<file path="config.mk">
export PLATFORM = sky130hd
export DESIGN_NAME = pifo_pop_collector
export DESIGN_NICKNAME = d
export VERILOG_FILES = /design/src/rtl/pifo_pop_collector.sv
export SDC_FILE = /design/constraint.sdc
export NUM_CORES = 1
export LEC_CHECK = 0
export CORE_ASPECT_RATIO = 1.5
export CORE_MARGIN = 3
export CORE_UTILIZATION = 58
export CTS_BUF_LIST = sky130_fd_sc_hd__clkbuf_16
export CTS_CLUSTER_SIZE = 14
export DETAILED_ROUTE_END_ITERATION = 12
export GPL_ROUTABILITY_DRIVEN = 0
export PLACE_DENSITY = 0.75
export SYNTH_ARGS = -nofsm -noshare
export SYNTH_HDL_FRONTEND = slang
export SYNTH_SLANG_ARGS = --single-unit
</file>
<file path="constraint.sdc">
create_clock -name i_clk -period 3.9 [get_ports i_clk]
set_input_delay 0.78 -clock i_clk [delete_from_list [all_inputs] [get_ports i_clk]]
set_output_delay 0.78 -clock i_clk [all_outputs]
set_load 0.02 [all_outputs]
</file>
<file path="src/rtl/pifo_pop_collector.sv">
// Collects pop responses from LEVEL PIFO units into per-level FIFOs, then merges them round-robin into one registered output.
// Optional build macro PIFO_POP_SENTINEL_FILTER_EN drops all-ones (empty-PIFO sentinel) responses at the FIFO input.
module pifo_pop_collector #(
  parameter int PTW       = 16,
  parameter int MTW       = 0,
  parameter int CTW       = 10,
  parameter int LEVEL     = 4,
  parameter int TREE_NUM  = 4,
  parameter int RSP_DEPTH = 4,
  localparam int W  = MTW + PTW,
  localparam int TB = (TREE_NUM > 1) ? $clog2(TREE_NUM) : 1
) (
  input  logic                  i_clk,
  input  logic                  i_rst,
  input  logic [LEVEL-1:0]      i_lvl_valid,
  input  logic [LEVEL*W-1:0]    i_lvl_data,
  input  logic [LEVEL*TB-1:0]   i_lvl_tree_id,
  output logic [LEVEL-1:0]      o_lvl_afull,
  output logic                  o_valid,
  output logic [W-1:0]          o_data,
  output logic [TB-1:0]         o_tree_id,
  input  logic                  i_ready,
  output logic [LEVEL-1:0]      o_overflow,
  output logic [CTW-1:0]        o_pop_cnt
);

  localparam int AW = $clog2(RSP_DEPTH);
  localparam int CW = AW + 1;
  localparam int EW = TB + W;
  localparam int LW = (LEVEL > 1) ? $clog2(LEVEL) : 1;

  logic [EW-1:0]    mem_q    [LEVEL][RSP_DEPTH];
  logic [AW-1:0]    wr_ptr_q [LEVEL];
  logic [AW-1:0]    rd_ptr_q [LEVEL];
  logic [CW-1:0]    cnt_q    [LEVEL];
  logic [LW-1:0]    rr_q;
  logic             out_vld_q;
  logic [W-1:0]     out_data_q;
  logic [TB-1:0]    out_tid_q;
  logic [LEVEL-1:0] ovf_q;
  logic [CTW-1:0]   pop_cnt_q;

  logic             grant_vld;
  logic [LW-1:0]    grant_lvl;
  logic             ld, xfer;
  logic [LEVEL-1:0] rd, wr_req, wr, ovf_ev;
  logic [EW-1:0]    rd_entry;

  always_comb begin
    int unsigned idx;
    grant_vld = 1'b0;
    grant_lvl = '0;
    idx       = 0;
    for (int unsigned k = 0; k < LEVEL; k++) begin
      idx = (32'(rr_q) + k) % LEVEL;
      if (!grant_vld && cnt_q[LW'(idx)] != '0) begin
        grant_vld = 1'b1;
        grant_lvl = LW'(idx);
      end
    end
  end

  assign xfer     = out_vld_q && i_ready;
  assign ld       = grant_vld && (!out_vld_q || i_ready);
  assign rd_entry = mem_q[grant_lvl][rd_ptr_q[grant_lvl]];

  // A full FIFO still accepts a write when it is being read in the same cycle.
  always_comb begin
    rd     = '0;
    wr_req = '0;
    wr     = '0;
    ovf_ev = '0;
    for (int unsigned l = 0; l < LEVEL; l++) begin
      rd[l] = ld && (grant_lvl == LW'(l));
`ifdef PIFO_POP_SENTINEL_FILTER_EN
      wr_req[l] = i_lvl_valid[l] && (i_lvl_data[l*W +: W] != '1);
`else
      wr_req[l] = i_lvl_valid[l];
`endif
      wr[l]     = wr_req[l] && ((cnt_q[l] != CW'(RSP_DEPTH)) || rd[l]);
      ovf_ev[l] = wr_req[l] && (cnt_q[l] == CW'(RSP_DEPTH)) && !rd[l];
    end
  end

  always_ff @(posedge i_clk) begin
    for (int unsigned l = 0; l < LEVEL; l++) begin
      if (!i_rst && wr[l])
        mem_q[l][wr_ptr_q[l]] <= {i_lvl_tree_id[l*TB +: TB], i_lvl_data[l*W +: W]};
    end
  end

  always_ff @(posedge i_clk) begin
    if (i_rst) begin
      rr_q       <= '0;
      out_vld_q  <= 1'b0;
      out_data_q <= '0;
      out_tid_q  <= '0;
      ovf_q      <= '0;
      pop_cnt_q  <= '0;
      for (int unsigned l = 0; l < LEVEL; l++) begin
        wr_ptr_q[l] <= '0;
        rd_ptr_q[l] <= '0;
        cnt_q[l]    <= '0;
      end
    end else begin
      if (ld) begin
        out_vld_q               <= 1'b1;
        {out_tid_q, out_data_q} <= rd_entry;
        rr_q <= (grant_lvl == LW'(LEVEL - 1)) ? '0 : grant_lvl + LW'(1);
      end else if (xfer) begin
        out_vld_q <= 1'b0;
      end
      if (xfer)
        pop_cnt_q <= pop_cnt_q + CTW'(1);
      ovf_q <= ovf_q | ovf_ev;
      for (int unsigned l = 0; l < LEVEL; l++) begin
        if (wr[l])
          wr_ptr_q[l] <= wr_ptr_q[l] + AW'(1);
        if (rd[l])
          rd_ptr_q[l] <= rd_ptr_q[l] + AW'(1);
        cnt_q[l] <= cnt_q[l] + CW'(wr[l]) - CW'(rd[l]);
      end
    end
  end

  always_comb begin
    o_lvl_afull = '0;
    for (int unsigned l = 0; l < LEVEL; l++)
      o_lvl_afull[l] = (cnt_q[l] >= CW'(RSP_DEPTH - 1));
  end

  assign o_valid    = out_vld_q;
  assign o_data     = out_data_q;
  assign o_tree_id  = out_tid_q;
  assign o_overflow = ovf_q;
  assign o_pop_cnt  = pop_cnt_q;

endmodule

</file>
==> impl_metrics.toml, run 1 <==
[power_and_ir_drop]
powerDensity_nw_per_um2 = 814
p_leak_nw = 6.24
power_frac_comb = 0.455
pwr-share-seq = 0.335
switchingPower_mw = 5.38
p_int_mw = 8.95
ir_drop_uv = 758
swShare = 0.375
pwr-share-clk = 0.211

[sta]
finalHoldViolCount = 0
fmax_mhz = 278
final.setup.tns_ps = 0
setup_violations = 0
rsz0062_at_grt = "no"
fin_crit_ps = 3600
fin_skew_ps = 13.4
timing.final.crit_share = 0.923
finalMaxSlewViolations = 0
worst_pin_slew_ps = 713
maxSlewHeadroom = 0.524
fin_hold_ws_ps = 474

[routing]
wl_per_cell_um = 20.9
num_vias = 8866
avgViaCountPerCell = 5.85
wl_met3_um = 1990
dr_wl_met2_um = 15900
highest_layer = "met4"
met1_length_um = 12900
drtAntennaViolNets = 0
drc = 0
dr.pass1.iters = 5
drt_wl_total_um = 31700
drt_iter0_drc = 786

[clock_network]
h-tree-depth = 2
worstSkewPairLatency_ps = 500
cts-buffers-inserted = 34
cts_resized = 0
root_buffer = "clkbuf_16"
cts.sink_count = 353
cts_setup_buffers = 0
clockBufferDepth = 3
cts_tree = "built"
ctsHoldBuffers = 0
clk_pin_slew_ps = 60

[synthesis]
synth_flop_cell = "edfxtp_1"
syn-num-nets = 1144
synth_area_leader_cell = "edfxtp_1"
yosysMostFrequentCell = "edfxtp_1"
ys_ff_latch = 353
synth_top_area_share = 0.615
synth_area_per_cell_sq_um = 14.4
async_flop_share = 0
synth_edf_count = 304
synthCells = 1032
synth_commonest_cells = "edfxtp_1, mux2i_1, nor2_1, nand2_1, dfxtp_1"
yosysUniqueCellTypes = 49
ys_seq_area_frac = 0.682
synth_area_leaders = "edfxtp_1, dfxtp_1, mux2i_1"
synthesis.area_sq_um = 14800
yosysWarnings = 0

[floorplan]
die-area_sq_um = 27600
die_w_um = 137
num_rows = 71
initial_core_util = 0.590
die_h_um = 202
core_sq_um = 25100
ios = 116

[global_routing]
track_usage = 0.232
grt_pass1_vias = 8825
antenna_found_initial = 0
grt_pass1_wl_um = 49300
overflow = 0
grt_max_degree = 55

[place]
portBuffers = 115
place_hpwl_um = 21100

[setup_path]
path_class = "reg2reg"
worstPathRequired_ps = 4280
worstPathCellList = "or3_4 -> o22a_1 -> a21oi_1 -> a2bb2oi_4 -> mux2_2 -> buf_4 -> nor3_1 -> mux2_1 -> nor4_1 -> o32ai_1"
crit_fanout = 18
max_stage_delay_ps = 540
crit_family = "compound AO/OA/AOI/OAI gates"
critical_path.slowest_cell = "mux2_2"
endpoint_kind = "register"
critPathBufInv = 1
startpoint_type = "register"
cp.arrival_ps = 3980

[finish]
nNetsFinal = 1277
post_route_cells_drive_above_1_share = 0.124
syn_to_final_growth_pct = 18.7
fillers = 1693
n_antenna_cell = 0

[job]
max_cap_violations = 0

[hold_path]
min-delay-path-class = "reg2reg"

[run_status]
outcome = "finished, final reports clean"
[final timing paths]
check	slack, ps	startpoint	endpoint	cells past startpoint
setup / recovery	300	cnt_q[1][0]	o_data[3]	10
setup reg to reg	300	cnt_q[1][0]	o_data[3]	10
hold / removal	470	o_overflow[3]	o_overflow[3]	2
hold reg to reg	470	o_overflow[3]	o_overflow[3]	2
[cell families after synthesis]
group	after synthesis	synth area share
AO/OA/AOI/OAI	117	0.0512
XOR/XNOR	20	0.0118
adder cells (fa/ha/maj)	33	0.0299
buffers and inverters	83	0.0256
flip-flops	353	0.682
multiplexers	153	0.111
AND/OR/NAND/NOR	273	0.0892
[registers in the layout, summed over array words and instances, names as in the netlist, named ones only]
register,cells
rd_ptr_q,8
wr_ptr_q,8
o_data,16
o_overflow,4
mem_q,288
o_tree_id,2
o_pop_cnt,10
rr_q,2
cnt_q,12
o_valid,1
[through the flow]
stage                     setup slack, ps  instances  instance area [sq um]  utilization  power [mW]
after floorplan                       257       1032                  14800            -        9.37
after global placement                391       1457                  16600        0.660        11.2
after detailed placement              361       1457                  16600        0.660        11.3
after CTS                             338       1516                  17600        0.700        14.4
after global routing                  161       1516                  17600        0.700        15.1
final                                 301       1516                  17600        0.700        14.3
[cell type report]
type	instances	area [sq um]	area share
Tap cell	328	410	0.0233
Sequential cell	353	10100	0.574
Clock inverter	24	139	0.00789
Timing Repair Buffer	154	1590	0.0903
Clock buffer	35	876	0.0497
Inverter	26	97.6	0.00554
Multi-Input combinational cell	596	4380	0.249
[routing by layer]
layer | global-route usage | vias to the layer above
li1 | - | 4140
met5 | 0 | -
met4 | 0.0670 | 0
met2 | 0.386 | 324
met3 | 0.0331 | 57
met1 | 0.322 | 4345
[power by group through the flow]
stage	Sequential, mW	Combinational, mW	Clock [mW]
after floorplan	4.88	4.49	0
after global placement	4.86	6.37	0
after global routing	4.83	7.06	3.22
after detailed placement	4.87	6.47	0
final	4.79	6.51	3.02
after CTS	4.79	6.52	3.07
[tightest hold or removal path, delay by kind of cell (launching register included)]
family	cells	cell delay (ps)
flops	1	330
simple gates	1	70
compound gates	1	40
[layout by cell type, fill, tap and decap left out, types with 6 or more instances in the layout]
master | Yosys | routed
o21ai_0 | 24 | 24
dfxtp_1 | 49 | 49
and2_1 | 21 | 21
xor2_1 | 10 | 10
nand3_1 | 7 | 7
mux2_1 | 13 | 13
nor4_1 | 18 | 18
buf_12 | 0 | 12
a21oi_1 | 39 | 39
nor3_1 | 44 | 44
mux2_2 | 43 | 43
buf_4 | 9 | 27
clkinv_1 | 0 | 6
nand2b_1 | 10 | 10
ha_1 | 29 | 29
o31ai_1 | 19 | 19
clkinv_2 | 0 | 7
xnor2_1 | 10 | 10
o32ai_1 | 18 | 18
edfxtp_1 | 304 | 304
nand2_1 | 56 | 56
nor2b_1 | 7 | 6
clkbuf_16 | 0 | 35
clkdlybuf4s50_1 | 0 | 114
nor2_1 | 80 | 80
inv_1 | 25 | 32
nand4_1 | 18 | 18
mux2i_1 | 93 | 92
No activity file was read; power rests on OpenSTA's default activity.
==> run 2, diff against run 1 <==
- CORE_UTILIZATION: 58 -> 53
- CTS_CLUSTER_SIZE: 14 -> 25
- PLACE_DENSITY: 0.75 -> 0.72
- clock period: 3.9 -> 3.2 ns (I/O delays scaled with it)
==> run 2 against run 1 <==
Against the previous run: clock skew is 16 ps higher; largest cell class unchanged; largest power group unchanged; final area is 3.9% higher; register-to-register slack worse by 280 ps; critical path type unchanged; wire length is 6.6% higher; die area is 9.1% higher; non-clock buffer count is 24 higher; core utilization is 3.3 points lower; worst hold slack better by 6.7 ps.
==> impl_metrics.toml, run 2 (synthesis results as in run 1) <==
[run_status]
outcome = "finished, final reports clean"

[routing]
drc = 0
wl_per_cell_um = 21.7
highest_layer = "met4"
wl_met3_um = 1800
drt_wl_total_um = 33800
num_vias = 9032
drtAntennaViolNets = 0
dr_wl_met2_um = 17300
avgViaCountPerCell = 5.80
dr.pass1.iters = 5
drt_iter0_drc = 705
met1_length_um = 13900

[setup_path]
endpoint_kind = "register"
cp.arrival_ps = 3620
crit_fanout = 11
startpoint_type = "register"
worstPathRequired_ps = 3640
path_class = "reg2reg"

[clock_network]
clk_pin_slew_ps = 60
ctsHoldBuffers = 0
worstSkewPairLatency_ps = 590
cts_tree = "built"
cts.sink_count = 353
h-tree-depth = 1
root_buffer = "clkbuf_16"
cts-buffers-inserted = 31
clockBufferDepth = 3

[global_routing]
grt_pass1_vias = 9027
antenna_found_initial = 0
grt_pass1_wl_um = 50600
grt_max_degree = 38
overflow = 0
track_usage = 0.218

[power_and_ir_drop]
pwr-share-seq = 0.309
pwr-share-clk = 0.203
p_int_mw = 11.7
powerDensity_nw_per_um2 = 1030
ir_drop_uv = 1070
switchingPower_mw = 7.07
power_frac_comb = 0.488
p_leak_nw = 6.50
swShare = 0.377

[sta]
setup_violations = 0
finalHoldViolCount = 0
finalMaxSlewViolations = 0
worst_pin_slew_ps = 642
timing.final.crit_share = 0.992
fin_crit_ps = 3170
fmax_mhz = 315
rsz0062_at_grt = "yes"
fin_skew_ps = 29.1
maxSlewHeadroom = 0.572
final.setup.tns_ps = 0

[floorplan]
ios = 116
initial_core_util = 0.541
core_sq_um = 27400
die-area_sq_um = 30100
die_h_um = 211
die_w_um = 143
num_rows = 74

[finish]
syn_to_final_growth_pct = 23.3
mostFrequentLayoutCell = "edfxtp_1"
largest_reg_flops = 288
postLayoutCoreUtil = 0.667
fillers = 1946
n_antenna_cell = 0
nNetsFinal = 1302
post_route_cells_drive_above_1_share = 0.187
most-common-layout-cells = "edfxtp_1, clkdlybuf4s50_1, mux2i_1"

[place]
portBuffers = 115
place_hpwl_um = 22300

[job]
max_cap_violations = 0

[hold_path]
min-delay-path-class = "reg2reg"
-- run 2: cell count changes in the layout (fill, tap and decap cells not counted), moves of 7 or more --
cell | previous run | this run
clkinv_4 | 1 | 8
buf_4 | 27 | 37
nor4_1 | 18 | 8
and2_1 | 21 | 5
nor4_2 | 0 | 8
and2_4 | 0 | 15
buf_12 | 12 | 21
-- run 2: power by group through the flow --
stage               registers (mW)  clock network, mW  logic [mW]
floorplan                     5.94                  0        5.69
global placement              5.88                  0        8.44
detailed placement            5.89                  0        8.57
CTS                           5.80               3.87        8.66
global route                  5.85               4.06        9.82
finish                        5.80               3.81        9.16
-- run 2: worst max-delay path, cell delays in order (launching register included) --
cell       delay [ps]
dfxtp_1           330
or3_4             400
o22a_1            260
a21oi_2           200
a2bb2oi_4         210
buf_4             190
mux2i_4           260
mux2i_4           130
buf_12            170
buf_12            140
mux2_1            370
nor4_4            260
o32ai_1           130
-- run 2: cell type report --
class	count	area [sq um]	share of cell area
Clock inverter	27	282	0.0154
Clock buffer	31	776	0.0424
Multi-Input combinational cell	600	4690	0.256
Timing Repair Buffer	178	1900	0.104
Tap cell	342	428	0.0234
Sequential cell	353	10100	0.553
Inverter	26	100	0.00547
-- run 2: path summary, 6_finish.rpt --
path	from	end	slack [ps]	depth (start not counted)
max	cnt_q[1][0]	o_data[9]	30	12
min	o_overflow[0]	o_overflow[0]	480	2
max reg2reg	cnt_q[1][0]	o_data[9]	30	12
min reg2reg	o_overflow[0]	o_overflow[0]	480	2
-- run 2: per-layer routing --
metal	global-route usage	up-vias
li1	-	4201
met1	0.298	4501
met2	0.372	286
met3	0.0263	44
met4	0.0594	0
met5	0	-
-- run 2: repair_timing --
action,CTS,global route
setup endpoints to repair,5,309
pin swaps,0,20
buffers inserted,0,11
resized for setup,4,41
gates cloned,0,4
-- run 2: per-stage QoR --
| step | cell area (sq um) | power, mW | std cells | hold WS [ps] | setup slack [ps] |
|---|---|---|---|---|---|
| 2_1_floorplan | 15000 | 11.6 | 1032 | 553 | 0.747 |
| 3_3_place_gp | 16800 | 14.3 | 1484 | 457 | -27.8 |
| 3_5_place_dp | 16800 | 14.5 | 1484 | 478 | -73.4 |
| 4_1_cts | 17900 | 18.3 | 1542 | 493 | 23.3 |
| 5_1_grt | 18300 | 19.7 | 1557 | 521 | -79.7 |
| 6_report | 18300 | 18.8 | 1557 | 481 | 25.0 |
